===== src/rtl/dense_seq_ctrl_if.sv =====
// dense_seq_ctrl_if: result stream from the dense-layer sequencer to the
// classifier/argmax stage. One neuron result per valid/ready transfer.
interface dense_seq_ctrl_if;
  logic        out_valid;
  logic        out_ready;
  logic [15:0] out_data;
  logic [3:0]  out_idx;

  modport master (output out_valid, output out_data, output out_idx, input out_ready);
  modport slave  (input out_valid, input out_data, input out_idx, output out_ready);
endinterface


===== src/rtl/dense_seq_ctrl.sv =====
// dense_seq_ctrl: sequencer for the dense-layer multiply datapath.
// For every neuron it streams N_IN (weight address, feature) pairs into the
// external weight ROM + 16x16 multiplier, accumulates the returned Q(1,6,9)
// products and emits one saturated Q(1,6,9) result over a valid/ready stream.
// A tag shift register of depth ROM_LAT+MULT_LAT marks which returning
// products belong to issued pairs, so stray datapath output is never summed.
// Build option: define DENSE_RELU_EN to clamp negative results to zero;
// without it the signed saturated logit is passed through.
module dense_seq_ctrl #(
  parameter int N_IN     = 128,
  parameter int N_OUT    = 11,
  parameter int ADDR_W   = 11,
  parameter int FEAT_AW  = 7,
  parameter int ROM_LAT  = 2,
  parameter int FEAT_LAT = 1,
  parameter int MULT_LAT = 3,
  parameter int ACC_W    = 24
) (
  input  logic                clk,
  input  logic                rst,
  input  logic                start,
  output logic                busy,
  output logic                done,
  output logic [FEAT_AW-1:0]  feat_addr,
  input  logic [15:0]         feat_data,
  output logic [ADDR_W-1:0]   addr_weights,
  output logic [15:0]         x,
  input  logic [15:0]         wx,
  dense_seq_ctrl_if.master    res
);

  localparam int TAG_D = ROM_LAT + MULT_LAT;
  localparam int X_D   = ROM_LAT - FEAT_LAT;
  localparam logic [FEAT_AW-1:0] LAST_I = FEAT_AW'(N_IN - 1);
  localparam logic [3:0]         LAST_O = 4'(N_OUT - 1);
  localparam logic signed [ACC_W-1:0] ACC_MAX = ACC_W'(32'sd32767);
  localparam logic signed [ACC_W-1:0] ACC_MIN = ACC_W'(-32'sd32768);

  typedef enum logic [2:0] {
    S_IDLE  = 3'd0,
    S_ISSUE = 3'd1,
    S_DRAIN = 3'd2,
    S_OUT   = 3'd3,
    S_DONE  = 3'd4
  } state_t;

  state_t                    state_q, state_d;
  logic [3:0]                o_q, o_d;
  logic signed [ACC_W-1:0]   acc_q, acc_d;
  logic                      issue_q, issue_d;
  logic                      busy_q, busy_d;
  logic                      done_q, done_d;
  logic [FEAT_AW-1:0]        feat_addr_q, feat_addr_d;
  logic [ADDR_W-1:0]         addr_q, addr_d;
  logic                      out_valid_q, out_valid_d;
  logic [15:0]               out_data_q, out_data_d;
  logic [3:0]                out_idx_q, out_idx_d;
  logic [TAG_D-1:0]          tag_vld_q, tag_vld_d;
  logic [TAG_D-1:0]          tag_last_q, tag_last_d;

  logic                      tag_out_s;
  logic                      tag_last_out_s;
  logic signed [ACC_W-1:0]   wx_ext_s;
  logic signed [ACC_W-1:0]   acc_sum_s;
  logic [15:0]               x_raw_s;
  logic                      x_vld_s;

  // Clamp the accumulator to Q(1,6,9) range, optionally rectified.
  function automatic logic [15:0] result_fmt(input logic signed [ACC_W-1:0] v);
    logic [15:0] r;
    if (v > ACC_MAX) begin
      r = 16'h7FFF;
    end else if (v < ACC_MIN) begin
      r = 16'h8000;
    end else begin
      r = v[15:0];
    end
`ifdef DENSE_RELU_EN
    if (r[15]) begin
      r = 16'h0000;
    end else begin
      r = r;
    end
`endif
    return r;
  endfunction

  assign tag_out_s      = tag_vld_q[TAG_D-1];
  assign tag_last_out_s = tag_last_q[TAG_D-1];
  assign wx_ext_s       = ACC_W'($signed(wx));
  assign acc_sum_s      = acc_q + wx_ext_s;

  // Tag pipe: one entry per issued pair, emerging when its product arrives.
  always_comb begin
    tag_vld_d     = tag_vld_q;
    tag_last_d    = tag_last_q;
    tag_vld_d[0]  = issue_q;
    tag_last_d[0] = issue_q && (feat_addr_q == LAST_I);
    for (int k = 1; k < TAG_D; k++) begin
      tag_vld_d[k]  = tag_vld_q[k-1];
      tag_last_d[k] = tag_last_q[k-1];
    end
  end

  // Tag pipe registers; reset drops every product still in flight.
  always_ff @(posedge clk) begin
    if (rst) begin
      tag_vld_q  <= '0;
      tag_last_q <= '0;
    end else begin
      tag_vld_q  <= tag_vld_d;
      tag_last_q <= tag_last_d;
    end
  end

  // Feature alignment: delay feat_data so it meets the weight at the multiplier.
  generate
    if (X_D == 0) begin : g_x_comb
      assign x_raw_s = feat_data;
    end else begin : g_x_pipe
      logic [15:0] xpipe_q [X_D];
      logic [15:0] xpipe_d [X_D];

      // Shift the returned feature by the ROM/feature-buffer latency gap.
      always_comb begin
        xpipe_d[0] = feat_data;
        for (int k = 1; k < X_D; k++) begin
          xpipe_d[k] = xpipe_q[k-1];
        end
      end

      // Feature delay registers.
      always_ff @(posedge clk) begin
        if (rst) begin
          for (int k = 0; k < X_D; k++) begin
            xpipe_q[k] <= 16'h0000;
          end
        end else begin
          for (int k = 0; k < X_D; k++) begin
            xpipe_q[k] <= xpipe_d[k];
          end
        end
      end

      assign x_raw_s = xpipe_q[X_D-1];
    end

    if (ROM_LAT == 0) begin : g_xv_now
      assign x_vld_s = issue_q;
    end else begin : g_xv_dly
      assign x_vld_s = tag_vld_q[ROM_LAT-1];
    end
  endgenerate

  // Multiplier sees zero whenever no pair was issued for this slot.
  assign x = x_vld_s ? x_raw_s : 16'h0000;

  // Sequencer: next state, counters, accumulator and next-cycle outputs.
  always_comb begin
    state_d     = state_q;
    o_d         = o_q;
    acc_d       = acc_q;
    issue_d     = 1'b0;
    busy_d      = busy_q;
    done_d      = 1'b0;
    feat_addr_d = feat_addr_q;
    addr_d      = addr_q;
    out_valid_d = out_valid_q;
    out_data_d  = out_data_q;
    out_idx_d   = out_idx_q;

    if (tag_out_s) begin
      acc_d = acc_sum_s;
    end else begin
      acc_d = acc_q;
    end

    case (state_q)
      S_IDLE: begin
        if (start) begin
          state_d     = S_ISSUE;
          o_d         = 4'd0;
          acc_d       = '0;
          issue_d     = 1'b1;
          busy_d      = 1'b1;
          feat_addr_d = '0;
          addr_d      = '0;
        end else begin
          state_d = S_IDLE;
        end
      end
      S_ISSUE: begin
        if (feat_addr_q == LAST_I) begin
          state_d = S_DRAIN;
        end else begin
          state_d     = S_ISSUE;
          issue_d     = 1'b1;
          feat_addr_d = feat_addr_q + FEAT_AW'(1);
          addr_d      = addr_q + ADDR_W'(1);
        end
      end
      S_DRAIN: begin
        // The last product is summed in this same cycle, so format acc_sum_s.
        if (tag_out_s && tag_last_out_s) begin
          state_d     = S_OUT;
          out_valid_d = 1'b1;
          out_data_d  = result_fmt(acc_sum_s);
          out_idx_d   = o_q;
        end else begin
          state_d = S_DRAIN;
        end
      end
      S_OUT: begin
        if (res.out_ready) begin
          out_valid_d = 1'b0;
          out_data_d  = 16'h0000;
          out_idx_d   = 4'd0;
          if (o_q == LAST_O) begin
            state_d = S_DONE;
            done_d  = 1'b1;
            busy_d  = 1'b0;
          end else begin
            // Next neuron's weights follow directly after this one's.
            state_d     = S_ISSUE;
            o_d         = o_q + 4'd1;
            acc_d       = '0;
            issue_d     = 1'b1;
            feat_addr_d = '0;
            addr_d      = addr_q + ADDR_W'(1);
          end
        end else begin
          state_d = S_OUT;
        end
      end
      S_DONE: begin
        state_d = S_IDLE;
      end
      default: begin
        state_d     = S_IDLE;
        busy_d      = 1'b0;
        out_valid_d = 1'b0;
      end
    endcase
  end

  // Sequencer registers with synchronous reset.
  always_ff @(posedge clk) begin
    if (rst) begin
      state_q     <= S_IDLE;
      o_q         <= 4'd0;
      acc_q       <= '0;
      issue_q     <= 1'b0;
      busy_q      <= 1'b0;
      done_q      <= 1'b0;
      feat_addr_q <= '0;
      addr_q      <= '0;
      out_valid_q <= 1'b0;
      out_data_q  <= 16'h0000;
      out_idx_q   <= 4'd0;
    end else begin
      state_q     <= state_d;
      o_q         <= o_d;
      acc_q       <= acc_d;
      issue_q     <= issue_d;
      busy_q      <= busy_d;
      done_q      <= done_d;
      feat_addr_q <= feat_addr_d;
      addr_q      <= addr_d;
      out_valid_q <= out_valid_d;
      out_data_q  <= out_data_d;
      out_idx_q   <= out_idx_d;
    end
  end

  assign busy          = busy_q;
  assign done          = done_q;
  assign feat_addr     = feat_addr_q;
  assign addr_weights  = addr_q;
  assign res.out_valid = out_valid_q;
  assign res.out_data  = out_data_q;
  assign res.out_idx   = out_idx_q;

endmodule

===== src/flat_wrapper.sv =====
// flat-port wrapper written by rule: the top's interface ports become plain ports
module dense_seq_ctrl_flat 
#(
  parameter int N_IN     = 128,
  parameter int N_OUT    = 11,
  parameter int ADDR_W   = 11,
  parameter int FEAT_AW  = 7,
  parameter int ROM_LAT  = 2,
  parameter int FEAT_LAT = 1,
  parameter int MULT_LAT = 3,
  parameter int ACC_W    = 24
)
  (clk, rst, start, busy, done, feat_addr, feat_data, addr_weights, x, wx, res_out_valid, res_out_data, res_out_idx, res_out_ready);
  dense_seq_ctrl_if res_i ();
  input  logic clk;
  input  logic rst;
  input  logic start;
  output logic busy;
  output logic done;
  output logic [FEAT_AW-1:0] feat_addr;
  input  logic [15:0] feat_data;
  output logic [ADDR_W-1:0] addr_weights;
  output logic [15:0] x;
  input  logic [15:0] wx;
  output wire logic [$bits(res_i.out_valid)-1:0] res_out_valid;
  output wire logic [$bits(res_i.out_data)-1:0] res_out_data;
  output wire logic [$bits(res_i.out_idx)-1:0] res_out_idx;
  input wire logic [$bits(res_i.out_ready)-1:0] res_out_ready;
  assign res_out_valid = res_i.out_valid;
  assign res_out_data = res_i.out_data;
  assign res_out_idx = res_i.out_idx;
  assign res_i.out_ready = res_out_ready;
  dense_seq_ctrl #(.N_IN(N_IN), .N_OUT(N_OUT), .ADDR_W(ADDR_W), .FEAT_AW(FEAT_AW), .ROM_LAT(ROM_LAT), .FEAT_LAT(FEAT_LAT), .MULT_LAT(MULT_LAT), .ACC_W(ACC_W)) u_core (.clk(clk), .rst(rst), .start(start), .busy(busy), .done(done), .feat_addr(feat_addr), .feat_data(feat_data), .addr_weights(addr_weights), .x(x), .wx(wx), .res(res_i));
endmodule

===== config.mk =====
export PLATFORM = sky130hd
export DESIGN_NAME = dense_seq_ctrl_flat
export DESIGN_NICKNAME = d
export VERILOG_FILES = /design/src/rtl/dense_seq_ctrl_if.sv /design/src/rtl/dense_seq_ctrl.sv /design/src/flat_wrapper.sv
export SDC_FILE = /design/constraint.sdc
export NUM_CORES = 1
export LEC_CHECK = 0
export ABC_AREA = 1
export CELL_PAD_IN_SITES_DETAIL_PLACEMENT = 0
export CELL_PAD_IN_SITES_GLOBAL_PLACEMENT = 1
export CORE_MARGIN = 2
export CORE_UTILIZATION = 40
export DETAILED_ROUTE_END_ITERATION = 7
export PLACE_DENSITY_LB_ADDON = 0.1
export SYNTH_ARGS = -nofsm -noshare
export SYNTH_HDL_FRONTEND = slang
export SYNTH_SLANG_ARGS = --single-unit

===== constraint.sdc =====
create_clock -name clk -period 4.3 [get_ports clk]
set_input_delay 0.43 -clock clk [delete_from_list [all_inputs] [get_ports clk]]
set_output_delay 0.43 -clock clk [all_outputs]
set_load 0.01 [all_outputs]

==> results of run 1 <==
==> cell usage in the layout (no fill, tap or decap), types with 5 or more instances in the layout <==
master / n
ha_1: 27
nand4_1: 7
clkbuf_16: 9
nor2_1: 103
a21oi_2: 12
o211ai_1: 7
clkdlybuf4s50_1: 91
xnor2_1: 5
nand2_1: 218
nor2_4: 5
nor3_1: 11
nand2_2: 29
and2_1: 5
inv_2: 8
nand3_1: 27
xor2_1: 14
a21oi_1: 41
inv_1: 129
dfxtp_1: 99
o21ai_0: 19
nand3_2: 8
==> layer usage <==
layer / part of all wire, % / vias up / GRT usage [%]
met5: 0 / - / 0
met4: 0.56 / 0 / 2.98
met3: 5.3 / 6 / 4.75
met2: 45 / 131 / 31.5
met1: 49 / 2398 / 27.9
li1: - / 2775 / -
==> final cells by class <==
cell class / instances / area, sq um
fill: 1411 / 6860
clock inverter: 6 / 90.1
tap: 180 / 225
inverter: 138 / 519
clock buffer: 10 / 229
timing repair buffer: 94 / 931
sequential: 99 / 1980
multi-input combinational: 579 / 3100
==> stage by stage <==
stage          power (mW)  worst slack (ns)  area (sq um)  utilization (%)  hold WS [ns]
3_5_place_dp         1.21             0.794          6750             48.5         0.395
6_report             2.05              1.17          7070             50.7         0.403
5_1_grt              2.14             0.947          7070             50.7         0.434
3_3_place_gp         1.21             0.798          6750             48.5         0.393
2_1_floorplan        1.12              1.83          5720                -         0.388
4_1_cts              2.08              1.15          7070             50.7         0.406
==> power groups by stage <==
stage	clock, mW	sequential (mW)	combinational, mW
3_3_place_gp	0	0.967	0.245
5_1_grt	0.922	0.947	0.273
2_1_floorplan	0	0.966	0.159
6_report	0.857	0.946	0.245
3_5_place_dp	0	0.967	0.245
4_1_cts	0.888	0.946	0.246
==> synth_stat cells (8+ instances only) <==
cell and instances:
nand2_1 218, inv_1 129, nor2_1 103, dfxtp_1 99, a21oi_1 41, nand2_2 29
ha_1 27, nand3_1 27, o21ai_0 19, xor2_1 14, clkbuf_1 13, a21oi_2 12
nor3_1 11, inv_2 8, nand3_2 8
==> worst min-delay path by stage <==
stage	end	cells after the start	start
5_1_grt	u_core.tag_vld_q[4]	2	u_core.tag_vld_q[3]
3_3_place_gp	u_core.tag_vld_q[4]	2	u_core.tag_vld_q[3]
3_5_place_dp	u_core.tag_vld_q[4]	2	u_core.tag_vld_q[3]
4_1_cts	u_core.tag_vld_q[4]	2	u_core.tag_vld_q[3]
6_report	u_core.tag_vld_q[4]	2	u_core.tag_vld_q[3]
2_1_floorplan	u_core.tag_last_q[1]	2	u_core.tag_last_q[0]
==> flip-flops by register name (all words and copies together), names as in the netlist, 3 cells and up <==
register,count
u_core.acc_q,24
u_core.o_q,4
u_core.tag_vld_q,5
u_core.addr_weights,11
u_core.feat_addr,7
u_core.tag_last_q,5
u_core.res.out_data,16
u_core.state_q,3
u_core.res.out_idx,4
u_core.g_x_pipe.xpipe_q,16
==> kinds of logic after synthesis <==
logic type               count (synthesis)  share of synthesized area [%]
flip-flops                              99                           34.7
AND/OR/NAND/NOR                        434                           34.1
adder cells (fa/ha/maj)                 28                           6.26
AO/OA/AOI/OAI                           97                           10.5
XOR/XNOR                                20                           3.19
buffers and inverters                  160                           11.2
==> critical path, cell delays in order <==
cell,delay [ns]
clkdlybuf4s50_1,0.63
ha_1,0.48
nand2_1,0.17
inv_1,0.07
a21oi_2,0.20
nor2_1,0.07
a211oi_2,0.24
o21ai_4,0.10
xnor2_2,0.33
clkinv_2,0.15
nand2_4,0.22
nand2_1,0.09
nand2_1,0.06
a21oi_1,0.07
==> impl_metrics.json, run 1 <==
{
  "initial_core_util_pct": 41.0,
  "post_cts_resized": 0,
  "die_w_microns": 124,
  "cp.arrival_ns": 3.34,
  "cts_setup_buffers": 0,
  "coreArea_sq_um": 13900,
  "drc": 0,
  "async_flop_share_pct": 0,
  "drtPass1Iterations": 5,
  "crit_end": "u_core.res.out_data[6]",
  "finalSetupViolations": 0,
  "fin_skew_ns": 0.00503,
  "htreeDepth": 3,
  "drive_gt1_share_pct": 10.4,
  "place_hpwl_microns": 11400,
  "num_io_pins": 93,
  "tightest_slew_ns": 0.794,
  "comb_power_share_pct": 12.0,
  "seq_power_share_pct": 46.2,
  "fin_crit_sh_pct": 72.8,
  "overflow": 0,
  "hold_buffers": 0,
  "drtAntennaViolNets": 0,
  "min_path_type": "register to register",
  "synth_ff_type": "dfxtp_1",
  "critPathMaxFanout": 15,
  "pwr-share-clk_pct": 41.8,
  "fmax_ghz": 0.320,
  "criticalPathCategory": "primary input to register",
  "synth_edf_count": 0,
  "r2r_start": "u_core.feat_addr[0]",
  "ir_drop_uv": 267,
  "grt_pass1_vias": 4914,
  "dp_cells": 1090,
  "track_usage_pct": 19.9,
  "grt_pass1_wl_microns": 23600,
  "cts_tree": "yes",
  "cts.sink_count": 99,
  "via_count": 5310,
  "stdcell_count": 1106,
  "die_y_microns": 124,
  "start_kind": "primary input",
  "gp_congestion": 0.898,
  "antenna_cells": 0,
  "setup_tns_ns": 0,
  "rsz0062_at_grt": "false",
  "viasPerCell": 4.80,
  "power_leakage_nw": 3.29,
  "required_ns": 4.51,
  "yosysSeqAreaShare_pct": 34.7,
  "area_delta_synth_final_pct": 23.7,
  "swShare_pct": 24.8,
  "internal_power_mw": 1.54,
  "wl_per_cell_microns": 13.2,
  "cts_max_path_buffers": 2,
  "antenna_found_initial": 0,
  "synth-seq-cells": 99,
  "die_area_sq_um": 15300,
  "syn_area_per_cell_sq_um": 6.82,
  "ys_top_cells_by_area": "dfxtp_1, nand2_1, inv_1",
  "drt_iter0_drc": 295,
  "cts_made_buffers": 9,
  "slew_headroom_pct": 47.0,
  "synth_top_area_share_pct": 34.7,
  "reg2reg_depth": 13,
  "clk_latency_ns": 0.34,
  "yosys_warnings": 0,
  "grt_max_degree": 34,
  "nets": 985,
  "synth.distinct_cells": 48,
  "maxCapViolations": 0,
  "cts-root-buf": "clkbuf_16",
  "slew_violations": 0,
  "startpoint": "wx[15]",
  "timing.rr.end": "u_core.acc_q[19]",
  "post-route-min-period_ns": 3.13,
  "status": "finished clean",
  "path_clk_slew_ns": 0.07,
  "rows": 43,
  "r2r_slack_ns": 1.49,
  "netlist_instances": 838,
  "synth_top_area_cell": "dfxtp_1",
  "hold_violations": 0,
  "drt-total-wl_microns": 14600,
  "synth_area_sq_um": 5720,
  "power_switching_mw": 0.509,
  "synthesis.nets": 902,
  "endpoint_kind": "register",
  "port_buffers": 92,
  "power_per_cell_area_nw_per_um2": 290
}
Note: power is estimated with default switching activity, not from simulation.
==> inputs of run 2 (changes only) <==
Settings changed: CORE_UTILIZATION 40 to 35.
Clock period 4.3 ns to 2.62 ns, I/O delays scaled along.
==> run 2 against run 1 <==
  * Sequential cell count is the same
  * Setup slack lost 1.1 ns
  * Clock skew grew 0.0052 ns
  * Cell count grew 11%
  * Global-route usage shrank 0.63 points
  * Register-to-register slack lost 1.3 ns
  * First-iteration DRC count shrank 14%
  * Highest routed layer unchanged
  * Sequential power grew 64%
==> impl_metrics.json, run 2 (same netlist as run 1, synthesis figures left out) <==
{
  "layout_common_cells": "nand2_1, inv_1, dfxtp_1, nor2_1, clkdlybuf4s50_1",
  "cts_tree": "yes",
  "drt-total-wl_microns": 16700,
  "cpMaxStageDelayCell": "clkdlybuf4s50_1",
  "cp.buffers_inverters": 3,
  "fin_skew_ns": 0.0103,
  "area_delta_synth_final_pct": 41.0,
  "slowest_delay_ns": 0.41,
  "fmax_ghz": 0.398,
  "setup_tns_ns": 0,
  "slew_headroom_pct": 55.1,
  "cts.sink_count": 99,
  "power_per_cell_area_nw_per_um2": 433,
  "antenna_found_initial": 0,
  "grt_max_degree": 40,
  "drc": 0,
  "gp_congestion": 0.855,
  "ir_drop_uv": 402,
  "maxCapViolations": 0,
  "grt_pass1_vias": 5433,
  "swShare_pct": 29.5,
  "clk_latency_ns": 0.36,
  "endpoint_kind": "register",
  "path_clk_slew_ns": 0.08,
  "crit_top_cell": "nand2_2",
  "rows": 46,
  "drtAntennaViolNets": 0,
  "post-route-util_pct": 50.6,
  "port_buffers": 92,
  "regMostFlops": "u_core.acc_q",
  "die_area_sq_um": 17400,
  "place_hpwl_microns": 12700,
  "drt_iter0_drc": 254,
  "cts_made_buffers": 9,
  "slew_violations": 0,
  "die_w_microns": 132,
  "largest_reg_flops": 24,
  "viasPerCell": 4.57,
  "tightest_slew_ns": 0.673,
  "fin_crit_sh_pct": 95.9,
  "drtPass1Iterations": 4,
  "num_io_pins": 93,
  "via_count": 5593,
  "die_y_microns": 132,
  "finalSetupViolations": 0,
  "criticalPathCategory": "primary input to register",
  "r2r_slack_ns": 0.15,
  "rsz0062_at_grt": "true",
  "fillers": 1649,
  "pwr-share-clk_pct": 40.4,
  "overflow": 0,
  "start_kind": "primary input",
  "seq_power_share_pct": 44.4,
  "layout_commonest_cell": "nand2_1",
  "min_path_type": "primary input to register",
  "internal_power_mw": 2.46,
  "crit_chain": "clkdlybuf4s50_1 > buf_6 > ha_4 > buf_4 > nand2_4 > nor2_4 > and2_4 > nand3b_1 > nand3_1 > nand2_1 > nand2_2 > nand2_1 > nor2_2 > nand3_2 > nand2_2 > nand2_1 > nand2_2 > nand2_2 > a21oi_2",
  "power_switching_mw": 1.03,
  "required_ns": 2.91,
  "antenna_cells": 0,
  "grt_pass1_wl_microns": 27100,
  "status": "finished clean",
  "coreArea_sq_um": 15900,
  "crit_family": "simple AND/OR/NAND/NOR gates",
  "track_usage_pct": 19.2,
  "drive_gt1_share_pct": 23.3,
  "power_leakage_nw": 3.73,
  "htreeDepth": 3,
  "comb_power_share_pct": 15.1,
  "critPathMaxFanout": 8,
  "cp.arrival_ns": 2.80,
  "nets": 1068,
  "initial_core_util_pct": 35.9,
  "cts_max_path_buffers": 2,
  "cts-root-buf": "clkbuf_16",
  "wl_per_cell_microns": 13.7,
  "post-route-min-period_ns": 2.51,
  "hold_violations": 0
}
-- run 2: final timing paths --
path | to | cells after the start | start
worst min-delay path | u_core.addr_weights[1] | 2 | rst
worst min register to register | u_core.tag_last_q[1] | 2 | u_core.tag_last_q[0]
worst max-delay path | u_core.res.out_data[0] | 19 | wx[15]
worst max register to register | u_core.res.out_data[13] | 18 | u_core.acc_q[10]
-- run 2: routing by layer --
| metal | part of all wire [%] | GRT usage, % | up-vias |
|---|---|---|---|
| li1 | - | - | 2938 |
| met1 | 51 | 26.9 | 2527 |
| met2 | 44 | 30.5 | 110 |
| met3 | 3.8 | 3.34 | 18 |
| met4 | 1.6 | 5.62 | 0 |
| met5 | 0 | 0 | - |
-- run 2: per-stage QoR --
step                      cell area, sq um  hold slack (ns)  power [mW]  worst slack (ns)  cells
after floorplan                       5720            0.369        1.85             0.300    838
after global placement                7400            0.392        2.07            -0.363   1205
after detailed placement              7400            0.395        2.07            -0.363   1205
after CTS                             7730            0.299        3.50            0.0175   1221
after global routing                  8060            0.325        3.66           -0.0265   1225
final                                 8060            0.309        3.49             0.107   1225
-- run 2: area by class of cell --
| cell class | instances | area, sq um | area share (%) |
|---|---|---|---|
| Clock buffer | 9 | 225 | 2.79 |
| Clock inverter | 7 | 91.3 | 1.13 |
| Inverter | 138 | 519 | 6.44 |
| Multi-Input combinational cell | 581 | 3420 | 42.4 |
| Sequential cell | 99 | 1980 | 24.6 |
| Tap cell | 216 | 270 | 3.35 |
| Timing Repair Buffer | 175 | 1560 | 19.3 |
-- run 2: power groups by stage --
| stage | combinational, mW | clock [mW] | sequential, mW |
|---|---|---|---|
| 2_1_floorplan | 0.261 | 0 | 1.59 |
| 3_3_place_gp | 0.487 | 0 | 1.59 |
| 3_5_place_dp | 0.487 | 0 | 1.59 |
| 4_1_cts | 0.491 | 1.45 | 1.55 |
| 5_1_grt | 0.583 | 1.52 | 1.56 |
| 6_report | 0.529 | 1.41 | 1.55 |
-- run 2: repair_timing --
item,CTS,global route
hold endpoints to repair,0,0
buffers inserted,0,2
hold buffers,0,0
setup endpoints to repair,1,16
gates cloned,0,2
pin swaps,0,15
resized for setup,1,66
